--- src/rtl/mc_control_pkg.sv ---
// lc3b_types: shared LC-3b encodings for the multicycle control unit and
// its datapath-facing interface.
//   lc3b_opcode       - IR[15:12] instruction opcodes
//   lc3b_aluop        - ALU function select
//   lc3b_mem_wmask    - per-byte write/read lane mask
//   pcmux_sel_t       - PC source select
//   regfilemux_sel_t  - register-file write-data select
//   alumux_sel_t      - ALU B-operand select
package lc3b_types;

    typedef enum logic [3:0] {
        op_br   = 4'b0000,
        op_add  = 4'b0001,
        op_ldb  = 4'b0010,
        op_stb  = 4'b0011,
        op_jsr  = 4'b0100,
        op_and  = 4'b0101,
        op_ldr  = 4'b0110,
        op_str  = 4'b0111,
        op_rti  = 4'b1000,
        op_not  = 4'b1001,
        op_ldi  = 4'b1010,
        op_sti  = 4'b1011,
        op_jmp  = 4'b1100,
        op_shf  = 4'b1101,
        op_lea  = 4'b1110,
        op_trap = 4'b1111
    } lc3b_opcode;

    typedef enum logic [2:0] {
        alu_add  = 3'd0,
        alu_and  = 3'd1,
        alu_not  = 3'd2,
        alu_pass = 3'd3,
        alu_sll  = 3'd4,
        alu_srl  = 3'd5,
        alu_sra  = 3'd6
    } lc3b_aluop;

    typedef logic [1:0] lc3b_mem_wmask;

    localparam lc3b_mem_wmask WMASK_WORD = 2'b11;
    localparam lc3b_mem_wmask WMASK_LO   = 2'b01;
    localparam lc3b_mem_wmask WMASK_HI   = 2'b10;

    typedef enum logic [1:0] {
        pcmux_plus2 = 2'd0,
        pcmux_off9  = 2'd1,
        pcmux_base  = 2'd2,
        pcmux_off11 = 2'd3
    } pcmux_sel_t;

    typedef enum logic [1:0] {
        rfmux_alu      = 2'd0,
        rfmux_mdr      = 2'd1,
        rfmux_pc       = 2'd2,
        rfmux_mdr_byte = 2'd3
    } regfilemux_sel_t;

    typedef enum logic [1:0] {
        alumux_sr2      = 2'd0,
        alumux_off6     = 2'd1,
        alumux_imm5     = 2'd2,
        alumux_off6_raw = 2'd3
    } alumux_sel_t;

    // Byte-wide memory instructions use the unscaled offset and byte lanes.
    function automatic logic is_byte_op(lc3b_opcode op);
        return (op == op_ldb) || (op == op_stb);
    endfunction

    function automatic logic is_load_op(lc3b_opcode op);
        return (op == op_ldr) || (op == op_ldb);
    endfunction

endpackage

--- src/rtl/mc_control_if.sv ---
// mc_control_if: bundle between the control FSM and the LC-3b datapath.
//   Datapath -> control: opcode, IR decode bits, mar_lsb, branch_enable,
//                        mem_resp.
//   Control -> datapath: register load enables, mux selects, aluop,
//                        memory strobes/byte lanes, mem_err.
// Modports: master = control unit, slave = datapath/memory side.
interface mc_control_if;
    import lc3b_types::*;

    lc3b_opcode      opcode;
    logic            ir_bit11;
    logic            ir_bit5;
    logic            ir_bit4;
    logic            ir_bit5_shf;
    logic            mar_lsb;
    logic            branch_enable;
    logic            mem_resp;

    logic            load_pc;
    logic            load_ir;
    logic            load_mar;
    logic            load_mdr;
    logic            load_regfile;
    logic            load_cc;
    pcmux_sel_t      pcmux_sel;
    logic            marmux_sel;
    logic            mdrmux_sel;
    regfilemux_sel_t regfilemux_sel;
    alumux_sel_t     alumux_sel;
    logic            storemux_sel;
    logic            destmux_sel;
    lc3b_aluop       aluop;
    logic            mem_read;
    logic            mem_write;
    lc3b_mem_wmask   mem_byte_enable;
    logic            mem_err;

    modport master (
        input  opcode, ir_bit11, ir_bit5, ir_bit4, ir_bit5_shf, mar_lsb,
               branch_enable, mem_resp,
        output load_pc, load_ir, load_mar, load_mdr, load_regfile, load_cc,
               pcmux_sel, marmux_sel, mdrmux_sel, regfilemux_sel, alumux_sel,
               storemux_sel, destmux_sel, aluop, mem_read, mem_write,
               mem_byte_enable, mem_err
    );

    modport slave (
        output opcode, ir_bit11, ir_bit5, ir_bit4, ir_bit5_shf, mar_lsb,
               branch_enable, mem_resp,
        input  load_pc, load_ir, load_mar, load_mdr, load_regfile, load_cc,
               pcmux_sel, marmux_sel, mdrmux_sel, regfilemux_sel, alumux_sel,
               storemux_sel, destmux_sel, aluop, mem_read, mem_write,
               mem_byte_enable, mem_err
    );

endinterface

--- src/rtl/mc_mem_timer.sv ---
// mc_mem_timer: counts consecutive memory wait cycles and flags an abort
// when MEM_TIMEOUT cycles pass without mem_resp.
//   clk, srst-style rst : clock and synchronous active-high reset
//   waiting             : FSM is in a memory wait state this cycle
//   mem_resp            : memory done pulse
//   timeout             : abort this cycle (combinational, one cycle wide)
// MEM_TIMEOUT = 0 disables the abort entirely.
module mc_mem_timer #(
    parameter int MEM_TIMEOUT = 0,
    parameter int TO_W        = 8
) (
    input  logic clk,
    input  logic rst,
    input  logic waiting,
    input  logic mem_resp,
    output logic timeout
);

    // The abort fires while the counter shows MEM_TIMEOUT-1, i.e. on the
    // MEM_TIMEOUT-th wait cycle, since the first wait cycle sees zero.
    localparam logic [TO_W-1:0] LIMIT =
        TO_W'((MEM_TIMEOUT == 0) ? 0 : (MEM_TIMEOUT - 1));

    logic [TO_W-1:0] count_reg;

    always_ff @(posedge clk) begin
        if (rst || !waiting || mem_resp || timeout) begin
            count_reg <= '0;
        end else begin
            count_reg <= count_reg + TO_W'(1);
        end
    end

    assign timeout = (MEM_TIMEOUT != 0) && waiting && !mem_resp &&
                     (count_reg == LIMIT);

endmodule

--- src/rtl/mc_control.sv ---
// mc_control: multicycle LC-3b control FSM (second generation).
// Decodes opcode/IR bits presented by the datapath and drives load enables,
// mux selects, ALU op and memory strobes. Outputs depend on the current
// state plus the stable IR/MAR bits of the instruction in flight.
//   clk, rst : clock, synchronous active-high reset (state -> FETCH1)
//   bus      : mc_control_if.master (datapath decode inputs, mem_resp,
//              all control outputs, mem_err abort pulse)
// Optional feature macro MC_CONTROL_PERF_EN adds:
//   retired [PERF_W] : instructions completed (entries to FETCH1 from a
//                      non-fetch state, timeouts excluded)
//   stall   [PERF_W] : wait-state cycles with mem_resp low
module mc_control #(
    parameter int MEM_TIMEOUT = 0,
    parameter int TO_W        = 8,
    parameter int PERF_W      = 32
) (
    input  logic              clk,
    input  logic              rst,
    mc_control_if.master      bus
`ifdef MC_CONTROL_PERF_EN
    ,
    output logic [PERF_W-1:0] retired,
    output logic [PERF_W-1:0] stall
`endif
);
    import lc3b_types::*;

    typedef enum logic [4:0] {
        FETCH1, FETCH2, FETCH3, DECODE,
        S_ADD, S_AND, S_NOT, S_BR, BR_TAKEN, S_JMP,
        JSR1, JSR2, S_LEA, S_SHF,
        CALC_ADDR, LD1, LD2, ST1, ST2
    } state_t;

    state_t state_reg, state_next;

    logic            waiting;
    logic            timeout;

    logic            load_pc, load_ir, load_mar, load_mdr, load_regfile, load_cc;
    pcmux_sel_t      pcmux_sel;
    logic            marmux_sel, mdrmux_sel;
    regfilemux_sel_t regfilemux_sel;
    alumux_sel_t     alumux_sel;
    logic            storemux_sel, destmux_sel;
    lc3b_aluop       aluop;
    logic            mem_read, mem_write;
    lc3b_mem_wmask   mem_byte_enable;
    logic            mem_err;

    assign waiting = (state_reg == FETCH2) || (state_reg == LD1) ||
                     (state_reg == ST2);

    mc_mem_timer #(
        .MEM_TIMEOUT (MEM_TIMEOUT),
        .TO_W        (TO_W)
    ) u_timer (
        .clk      (clk),
        .rst      (rst),
        .waiting  (waiting),
        .mem_resp (bus.mem_resp),
        .timeout  (timeout)
    );

    always_ff @(posedge clk) begin
        if (rst) begin
            state_reg <= FETCH1;
        end else begin
            state_reg <= state_next;
        end
    end

    always_comb begin
        state_next      = state_reg;
        load_pc         = 1'b0;
        load_ir         = 1'b0;
        load_mar        = 1'b0;
        load_mdr        = 1'b0;
        load_regfile    = 1'b0;
        load_cc         = 1'b0;
        pcmux_sel       = pcmux_plus2;
        marmux_sel      = 1'b0;
        mdrmux_sel      = 1'b0;
        regfilemux_sel  = rfmux_alu;
        alumux_sel      = alumux_sr2;
        storemux_sel    = 1'b0;
        destmux_sel     = 1'b0;
        aluop           = alu_add;
        mem_read        = 1'b0;
        mem_write       = 1'b0;
        mem_byte_enable = WMASK_WORD;
        mem_err         = timeout;

        unique case (state_reg)
            FETCH1: begin
                marmux_sel = 1'b1;
                load_mar   = 1'b1;
                load_pc    = 1'b1;
                state_next = FETCH2;
            end
            FETCH2: begin
                mem_read   = 1'b1;
                mdrmux_sel = 1'b1;
                load_mdr   = 1'b1;
                if (timeout) begin
                    state_next = FETCH1;
                end else if (bus.mem_resp) begin
                    state_next = FETCH3;
                end
            end
            FETCH3: begin
                load_ir    = 1'b1;
                state_next = DECODE;
            end
            DECODE: begin
                case (bus.opcode)
                    op_add:                        state_next = S_ADD;
                    op_and:                        state_next = S_AND;
                    op_not:                        state_next = S_NOT;
                    op_br:                         state_next = S_BR;
                    op_jmp:                        state_next = S_JMP;
                    op_jsr:                        state_next = JSR1;
                    op_lea:                        state_next = S_LEA;
                    op_shf:                        state_next = S_SHF;
                    op_ldr, op_ldb, op_str, op_stb: state_next = CALC_ADDR;
                    // RTI, TRAP, LDI, STI execute as no-ops.
                    default:                       state_next = FETCH1;
                endcase
            end
            S_ADD, S_AND: begin
                alumux_sel   = bus.ir_bit5 ? alumux_imm5 : alumux_sr2;
                aluop        = (state_reg == S_AND) ? alu_and : alu_add;
                load_regfile = 1'b1;
                load_cc      = 1'b1;
                state_next   = FETCH1;
            end
            S_NOT: begin
                aluop        = alu_not;
                load_regfile = 1'b1;
                load_cc      = 1'b1;
                state_next   = FETCH1;
            end
            S_BR: begin
                state_next = bus.branch_enable ? BR_TAKEN : FETCH1;
            end
            BR_TAKEN: begin
                pcmux_sel  = pcmux_off9;
                load_pc    = 1'b1;
                state_next = FETCH1;
            end
            S_JMP: begin
                pcmux_sel  = pcmux_base;
                load_pc    = 1'b1;
                state_next = FETCH1;
            end
            JSR1: begin
                // R7 <= PC; the datapath latches the JSRR base this cycle so
                // JSRR R7 still jumps to the old R7.
                destmux_sel    = 1'b1;
                regfilemux_sel = rfmux_pc;
                load_regfile   = 1'b1;
                state_next     = JSR2;
            end
            JSR2: begin
                pcmux_sel  = bus.ir_bit11 ? pcmux_off11 : pcmux_base;
                load_pc    = 1'b1;
                state_next = FETCH1;
            end
            S_LEA: begin
                regfilemux_sel = rfmux_pc;
                load_regfile   = 1'b1;
                load_cc        = 1'b1;
                state_next     = FETCH1;
            end
            S_SHF: begin
                if (!bus.ir_bit4) begin
                    aluop = alu_sll;
                end else if (bus.ir_bit5_shf) begin
                    aluop = alu_sra;
                end else begin
                    aluop = alu_srl;
                end
                load_regfile = 1'b1;
                load_cc      = 1'b1;
                state_next   = FETCH1;
            end
            CALC_ADDR: begin
                alumux_sel = is_byte_op(bus.opcode) ? alumux_off6_raw : alumux_off6;
                load_mar   = 1'b1;
                state_next = is_load_op(bus.opcode) ? LD1 : ST1;
            end
            LD1: begin
                mem_read   = 1'b1;
                mdrmux_sel = 1'b1;
                load_mdr   = 1'b1;
                if (timeout) begin
                    state_next = FETCH1;
                end else if (bus.mem_resp) begin
                    state_next = LD2;
                end
            end
            LD2: begin
                regfilemux_sel = (bus.opcode == op_ldb) ? rfmux_mdr_byte : rfmux_mdr;
                load_regfile   = 1'b1;
                load_cc        = 1'b1;
                state_next     = FETCH1;
            end
            ST1: begin
                storemux_sel = 1'b1;
                aluop        = alu_pass;
                load_mdr     = 1'b1;
                state_next   = ST2;
            end
            ST2: begin
                mem_write = 1'b1;
                if (bus.opcode == op_stb) begin
                    mem_byte_enable = bus.mar_lsb ? WMASK_HI : WMASK_LO;
                end
                if (timeout || bus.mem_resp) begin
                    state_next = FETCH1;
                end
            end
            default: begin
                state_next = FETCH1;
            end
        endcase
    end

    assign bus.load_pc         = load_pc;
    assign bus.load_ir         = load_ir;
    assign bus.load_mar        = load_mar;
    assign bus.load_mdr        = load_mdr;
    assign bus.load_regfile    = load_regfile;
    assign bus.load_cc         = load_cc;
    assign bus.pcmux_sel       = pcmux_sel;
    assign bus.marmux_sel      = marmux_sel;
    assign bus.mdrmux_sel      = mdrmux_sel;
    assign bus.regfilemux_sel  = regfilemux_sel;
    assign bus.alumux_sel      = alumux_sel;
    assign bus.storemux_sel    = storemux_sel;
    assign bus.destmux_sel     = destmux_sel;
    assign bus.aluop           = aluop;
    assign bus.mem_read        = mem_read;
    assign bus.mem_write       = mem_write;
    assign bus.mem_byte_enable = mem_byte_enable;
    assign bus.mem_err         = mem_err;

`ifdef MC_CONTROL_PERF_EN
    logic [PERF_W-1:0] retired_reg, stall_reg;
    logic              in_fetch;

    assign in_fetch = (state_reg == FETCH1) || (state_reg == FETCH2) ||
                      (state_reg == FETCH3);

    always_ff @(posedge clk) begin
        if (rst) begin
            retired_reg <= '0;
            stall_reg   <= '0;
        end else begin
            if ((state_next == FETCH1) && !in_fetch && !timeout) begin
                retired_reg <= retired_reg + PERF_W'(1);
            end
            if (waiting && !bus.mem_resp) begin
                stall_reg <= stall_reg + PERF_W'(1);
            end
        end
    end

    assign retired = retired_reg;
    assign stall   = stall_reg;
`endif

endmodule

--- src/flat_wrapper.sv ---
// flat-port wrapper written by rule: the top's interface ports become plain ports
module mc_control_flat import lc3b_types::*;
#(
    parameter int MEM_TIMEOUT = 0,
    parameter int TO_W        = 8,
    parameter int PERF_W      = 32
)
  (clk, rst, bus_opcode, bus_ir_bit11, bus_ir_bit5, bus_ir_bit4, bus_ir_bit5_shf, bus_mar_lsb, bus_branch_enable, bus_mem_resp, bus_load_pc, bus_load_ir, bus_load_mar, bus_load_mdr, bus_load_regfile, bus_load_cc, bus_pcmux_sel, bus_marmux_sel, bus_mdrmux_sel, bus_regfilemux_sel, bus_alumux_sel, bus_storemux_sel, bus_destmux_sel, bus_aluop, bus_mem_read, bus_mem_write, bus_mem_byte_enable, bus_mem_err);
  mc_control_if bus_i ();
  input  logic clk;
  input  logic rst;
  input wire logic [$bits(bus_i.opcode)-1:0] bus_opcode;
  input wire logic [$bits(bus_i.ir_bit11)-1:0] bus_ir_bit11;
  input wire logic [$bits(bus_i.ir_bit5)-1:0] bus_ir_bit5;
  input wire logic [$bits(bus_i.ir_bit4)-1:0] bus_ir_bit4;
  input wire logic [$bits(bus_i.ir_bit5_shf)-1:0] bus_ir_bit5_shf;
  input wire logic [$bits(bus_i.mar_lsb)-1:0] bus_mar_lsb;
  input wire logic [$bits(bus_i.branch_enable)-1:0] bus_branch_enable;
  input wire logic [$bits(bus_i.mem_resp)-1:0] bus_mem_resp;
  output wire logic [$bits(bus_i.load_pc)-1:0] bus_load_pc;
  output wire logic [$bits(bus_i.load_ir)-1:0] bus_load_ir;
  output wire logic [$bits(bus_i.load_mar)-1:0] bus_load_mar;
  output wire logic [$bits(bus_i.load_mdr)-1:0] bus_load_mdr;
  output wire logic [$bits(bus_i.load_regfile)-1:0] bus_load_regfile;
  output wire logic [$bits(bus_i.load_cc)-1:0] bus_load_cc;
  output wire logic [$bits(bus_i.pcmux_sel)-1:0] bus_pcmux_sel;
  output wire logic [$bits(bus_i.marmux_sel)-1:0] bus_marmux_sel;
  output wire logic [$bits(bus_i.mdrmux_sel)-1:0] bus_mdrmux_sel;
  output wire logic [$bits(bus_i.regfilemux_sel)-1:0] bus_regfilemux_sel;
  output wire logic [$bits(bus_i.alumux_sel)-1:0] bus_alumux_sel;
  output wire logic [$bits(bus_i.storemux_sel)-1:0] bus_storemux_sel;
  output wire logic [$bits(bus_i.destmux_sel)-1:0] bus_destmux_sel;
  output wire logic [$bits(bus_i.aluop)-1:0] bus_aluop;
  output wire logic [$bits(bus_i.mem_read)-1:0] bus_mem_read;
  output wire logic [$bits(bus_i.mem_write)-1:0] bus_mem_write;
  output wire logic [$bits(bus_i.mem_byte_enable)-1:0] bus_mem_byte_enable;
  output wire logic [$bits(bus_i.mem_err)-1:0] bus_mem_err;
  assign bus_i.opcode = bus_opcode;
  assign bus_i.ir_bit11 = bus_ir_bit11;
  assign bus_i.ir_bit5 = bus_ir_bit5;
  assign bus_i.ir_bit4 = bus_ir_bit4;
  assign bus_i.ir_bit5_shf = bus_ir_bit5_shf;
  assign bus_i.mar_lsb = bus_mar_lsb;
  assign bus_i.branch_enable = bus_branch_enable;
  assign bus_i.mem_resp = bus_mem_resp;
  assign bus_load_pc = bus_i.load_pc;
  assign bus_load_ir = bus_i.load_ir;
  assign bus_load_mar = bus_i.load_mar;
  assign bus_load_mdr = bus_i.load_mdr;
  assign bus_load_regfile = bus_i.load_regfile;
  assign bus_load_cc = bus_i.load_cc;
  assign bus_pcmux_sel = bus_i.pcmux_sel;
  assign bus_marmux_sel = bus_i.marmux_sel;
  assign bus_mdrmux_sel = bus_i.mdrmux_sel;
  assign bus_regfilemux_sel = bus_i.regfilemux_sel;
  assign bus_alumux_sel = bus_i.alumux_sel;
  assign bus_storemux_sel = bus_i.storemux_sel;
  assign bus_destmux_sel = bus_i.destmux_sel;
  assign bus_aluop = bus_i.aluop;
  assign bus_mem_read = bus_i.mem_read;
  assign bus_mem_write = bus_i.mem_write;
  assign bus_mem_byte_enable = bus_i.mem_byte_enable;
  assign bus_mem_err = bus_i.mem_err;
  mc_control #(.MEM_TIMEOUT(MEM_TIMEOUT), .TO_W(TO_W), .PERF_W(PERF_W)) u_core (.clk(clk), .rst(rst), .bus(bus_i));
endmodule
--- config.mk ---
export PLATFORM = sky130hd
export DESIGN_NAME = mc_control_flat
export DESIGN_NICKNAME = d
export VERILOG_FILES = /design/src/rtl/mc_control_pkg.sv /design/src/rtl/mc_control_if.sv /design/src/rtl/mc_mem_timer.sv /design/src/rtl/mc_control.sv /design/src/flat_wrapper.sv
export SDC_FILE = /design/constraint.sdc
export NUM_CORES = 1
export LEC_CHECK = 0
export CORE_UTILIZATION = 39
export CTS_BUF_LIST = sky130_fd_sc_hd__clkbuf_4 sky130_fd_sc_hd__clkbuf_8 sky130_fd_sc_hd__clkbuf_16
export CTS_CLUSTER_DIAMETER = 80
export DETAILED_ROUTE_END_ITERATION = 16
export HOLD_SLACK_MARGIN = 0.05
export PLACE_DENSITY = 0.76
export SLEW_MARGIN = 30
export SYNTH_ARGS = -nofsm -noshare
export SYNTH_HDL_FRONTEND = slang
export SYNTH_SLANG_ARGS = --single-unit
--- constraint.sdc ---
create_clock -name clk -period 1.9 [get_ports clk]
set_clock_uncertainty 0.1 [all_clocks]
set_input_delay 0.57 -clock clk [delete_from_list [all_inputs] [get_ports clk]]
set_output_delay 0.57 -clock clk [all_outputs]
set_load 0.02 [all_outputs]
==> results of run 1 <==
-- cells in the mapped netlist (2+ instances only) --
master / count / share of area (%)
nor2_1: 12 / 4.9
inv_1: 9 / 3.7
a21oi_1: 8 / 4.4
o21ai_0: 8 / 4.4
buf_2: 7 / 3.8
ha_1: 7 / 9.5
nor3_1: 7 / 3.8
nand2_1: 6 / 2.4
nand3_1: 6 / 3.3
dfxtp_1: 5 / 11
clkbuf_1: 4 / 1.6
nand2b_1: 4 / 2.7
nor3b_1: 4 / 3.3
buf_4: 3 / 2.4
nand4b_1: 3 / 2.9
nor2b_1: 3 / 2.0
a211oi_1: 2 / 1.6
a21o_1: 2 / 1.6
a31oi_1: 2 / 1.4
and2_1: 2 / 1.4
and3_1: 2 / 1.4
and3b_1: 2 / 1.9
o2111ai_1: 2 / 1.9
o211ai_1: 2 / 1.6
o21bai_1: 2 / 1.6
o22ai_1: 2 / 1.4
or2_2: 2 / 1.4
-- stage by stage --
stage / utilization [%] / setup WS (ps) / instance area [µm²] / hold WS (ps)
3_3_place_gp: 75.3 / -997 / 1670 / 656
4_1_cts: 91.0 / -341 / 2010 / 586
3_5_place_dp: 75.3 / -1020 / 1670 / 649
2_1_floorplan: - / -187 / 1030 / 519
-- cells by family after synthesis --
group                    synth area share [%]
buffers and inverters                    11.6
adder cells (fa/ha/maj)                  9.52
flip-flops                               10.9
other                                   0.408
AND/OR/NAND/NOR                          38.8
multiplexers                             1.09
AO/OA/AOI/OAI                            26.8
XOR/XNOR                                0.953
-- what timing repair did --
item | 4_1_cts
pin swaps | 28
buffers inserted | 20
endpoints found under the setup margin | 27
gates resized for setup | 200
cloned | 0
==> impl_metrics.ini, run 1 <==
[clock_tree]
cts_sinks = 5
clockRootBuffer = clkbuf_4
cts_made_buffers = 3
cts_buffer_depth = 2
hold_buffers = 0
htreeDepth = 1

[yosys]
syn-num-nets = 156
synth-seq-area-share_pct = 10.9
synth_edf_count = 0
ys_seq_elements = 5
ys.flop_type = dfxtp_1
synth_cells = 136
yosysWarningCount = 0
synth_cell_type_count = 45
netlist_area_um2 = 920
syn_area_per_cell_um2 = 6.76
ys_async_sr_fraction_pct = 0

[run_status]
outcome = stopped before the end
error = [ERROR DPL-0038] Utilization greater than 100%, impossible to legalize
failed_stage = 5_1_grt

[timing]
crit_endpoint = bus_alumux_sel[1]
endpoint_type = output port

[place]
dp_hpwl_mm = 2.74
io_buffers = 35
gp_congestion = 0.841
dp.cells = 234

[global_route]
grt_max_degree = 12

[floorplan]
std_cell_rows = 17
die_h_um = 50.6
ioPinCount = 37
die_w_um = 50.6
start_util_pct = 41.6
==> run 2: changes to the inputs <==
--- a/config.mk
+++ b/config.mk
@@ -5,12 +5,9 @@
 export SDC_FILE = /design/constraint.sdc
 export NUM_CORES = 1
 export LEC_CHECK = 0
-export CORE_UTILIZATION = 39
-export CTS_BUF_LIST = sky130_fd_sc_hd__clkbuf_4 sky130_fd_sc_hd__clkbuf_8 sky130_fd_sc_hd__clkbuf_16
-export CTS_CLUSTER_DIAMETER = 80
+export CORE_UTILIZATION = 25
 export DETAILED_ROUTE_END_ITERATION = 16
-export HOLD_SLACK_MARGIN = 0.05
-export PLACE_DENSITY = 0.76
+export PLACE_DENSITY_LB_ADDON = 0.15
 export SLEW_MARGIN = 30
 export SYNTH_ARGS = -nofsm -noshare
 export SYNTH_HDL_FRONTEND = slang
==> constraint.sdc (replaced) <==
create_clock -name clk -period 2.45 [get_ports clk]
set_clock_uncertainty 0.1 [all_clocks]
set_input_delay 0.735 -clock clk [delete_from_list [all_inputs] [get_ports clk]]
set_output_delay 0.735 -clock clk [all_outputs]
set_load 0.02 [all_outputs]
==> run 2 against run 1 <==
The run now ends clean. Synthesized cell count stayed put. Synthesized area stayed put.
==> impl_metrics.ini, run 2 <==
[timing]
report.final.slew_viol_count = 0
hold_ws_ps = 638
setup-violations-final = 0
fin_setup_tns_ps = 0
finalCriticalPeriod_ps = 2410
finalHoldViolCount = 0
fmax_mhz = 416
rsz0062_at_grt = true
period_share_pct = 98.2

[global_route]
grtUsageTotal_pct = 17.1
first_global_vias = 1195
grt_pass1_wl_mm = 5.36
antenna_found_initial = 0
grt_max_degree = 13
grt_overflow_total = 0

[yosys]
synth_cells = 136
yosysMostFrequentCell = nor2_1
synth-seq-area-share_pct = 10.9
syn-num-nets = 156
synth_top_area_share_pct = 10.9
synth_cell_type_count = 45
synth_commonest_cells = nor2_1 (12), inv_1 (9), a21oi_1 (8), o21ai_0 (8)
ys_async_sr_fraction_pct = 0
synth_edf_count = 0
synthTopCellsByArea = dfxtp_1 (11%), ha_1 (9.5%), nor2_1 (4.9%)
syn_area_per_cell_um2 = 6.76
yosysTopAreaCell = dfxtp_1
ys.flop_type = dfxtp_1
netlist_area_um2 = 920
yosysWarningCount = 0
ys_seq_elements = 5

[clock_tree]
cts_made_buffers = 3
htreeDepth = 1
cts_tree = done
clk_latency_ps = 220
hold_buffers = 0
path_clk_slew_ps = 30
cts_buffer_depth = 2
cts_sinks = 5
clockRootBuffer = clkbuf_8

[flow_run]
drv_cap = 0

[setup_path]
crit_family = buffers and inverters
path_cells = clkbuf_2 > inv_2 > ha_4 > a31oi_1 > o22a_1 > nor2_2 > buf_6
critPathMaxStageDelay_ps = 210
path_buf_inv = 3
cp.arrival_ps = 1570
critPathLaunchType = primary input
end_kind = output pin
path_class = primary input to output pin
cp_slowest_cell = o22a_1
cp.required_ps = 1620
cp_max_fo = 3

[drt]
drt_iter0_drc = 33
vias = 1260
drc = 0
routed_wl_mm = 3.41
drt-wirelength-per-cell_um = 13.3
ant_nets = 0
viasPerCell = 4.92
drtPass1Iterations = 4

[finish]
multi_input_area_um2 = 792
fillerInstances = 346
final_cell_mix = buf_4 (48), clkbuf_2 (11), inv_1 (8), nor2_1 (8), a21oi_1 (8)
final_nets = 231
insertedDiodeCount = 0
fin_util_pct = 49.3
drive_above_1_share_pct = 45.2
syn_to_final_growth_pct = 84.4
largest_register_ffs = 5
mostFrequentLayoutCell = buf_4
seqCellArea_um2 = 114

[floorplan]
start_util_pct = 26.7
ioPinCount = 37
die_h_um = 62.7
die_w_um = 62.7
std_cell_rows = 21
coreArea_um2 = 3440
die_area_um2 = 3930

[run_status]
outcome = completed

[power]
leakage_nw = 0.801
power_density_nw_per_um2 = 319
max-vdd-ir-drop_mv = 0.166

[place]
io_buffers = 35
dp_hpwl_mm = 2.70
gp_congestion = 0.904

[min_path]
hold_path.class = flop to flop
-- run 2: layout make-up --
| cell class | instances | area share [%] |
|---|---|---|
| multi-input combinational | 108 | 46.7 |
| tap | 46 | 3.39 |
| timing repair buffer | 84 | 38.5 |
| inverter | 9 | 1.99 |
| sequential | 5 | 6.72 |
| clock buffer | 4 | 2.66 |
-- run 2: final timing paths --
path                                          start               endpoint  slack [ps]  cells past startpoint
worst min register to register  u_core.state_reg[3]    u_core.state_reg[0]         640                      3
worst max-delay path                  bus_opcode[0]  bus_regfilemux_sel[1]          40                      7
worst max register to register  u_core.state_reg[2]    u_core.state_reg[1]         710                      6
worst min-delay path            u_core.state_reg[3]    u_core.state_reg[0]         640                      3
-- run 2: layer usage --
layer  routed length [µm]  global-route usage, %
met5                    0                      0
met4                   43                   6.69
met3                  119                   2.74
met2                 1720                   30.2
met1                 1520                   20.5
-- run 2: stage by stage --
step / cell area (µm²) / power [W] / setup WS [ps] / cells
final: 1700 / 0.000541 / 44.8 / 256
after global routing: 1700 / 0.000581 / -20.1 / 256
after CTS: 1710 / 0.000546 / -94.3 / 255
after detailed placement: 1600 / 0.000397 / -811 / 247
after global placement: 1600 / 0.000396 / -777 / 247
after floorplan: 930 / 0.000245 / 16.6 / 136
-- run 2: power breakdown --
part	switching, W	internal, W	leakage, nW	total [W]
logic	0.000151	0.000140	0.735	0.000291
registers	0.0000124	0.0000875	0.0438	0.0000999
clock network	0.0000382	0.000111	0.0228	0.000150
total	0.000202	0.000339	0.801	0.000541
-- run 2: worst min-delay path, stage by stage (launching register included) --
cell	delay, ps
dfxtp_4	430
a21oi_1	120
nand3_1	80
a21oi_1	60
-- run 2: timing repair --
action | in CTS | in global routing
setup buffers | 4 | 1
endpoints found under the setup margin | 23 | 15
gates resized for setup | 89 | 28
pin swaps | 10 | 7
-- run 2: logic make-up after synthesis --
family	share of synthesized area (%)
compound gates	26.8
fa+ha+maj	9.52
simple gates	38.8
xor+xnor	0.953
buf+inv	11.6
other cells	0.408
mux	1.09
flops	10.9
No activity file was read; power rests on OpenSTA's default activity.
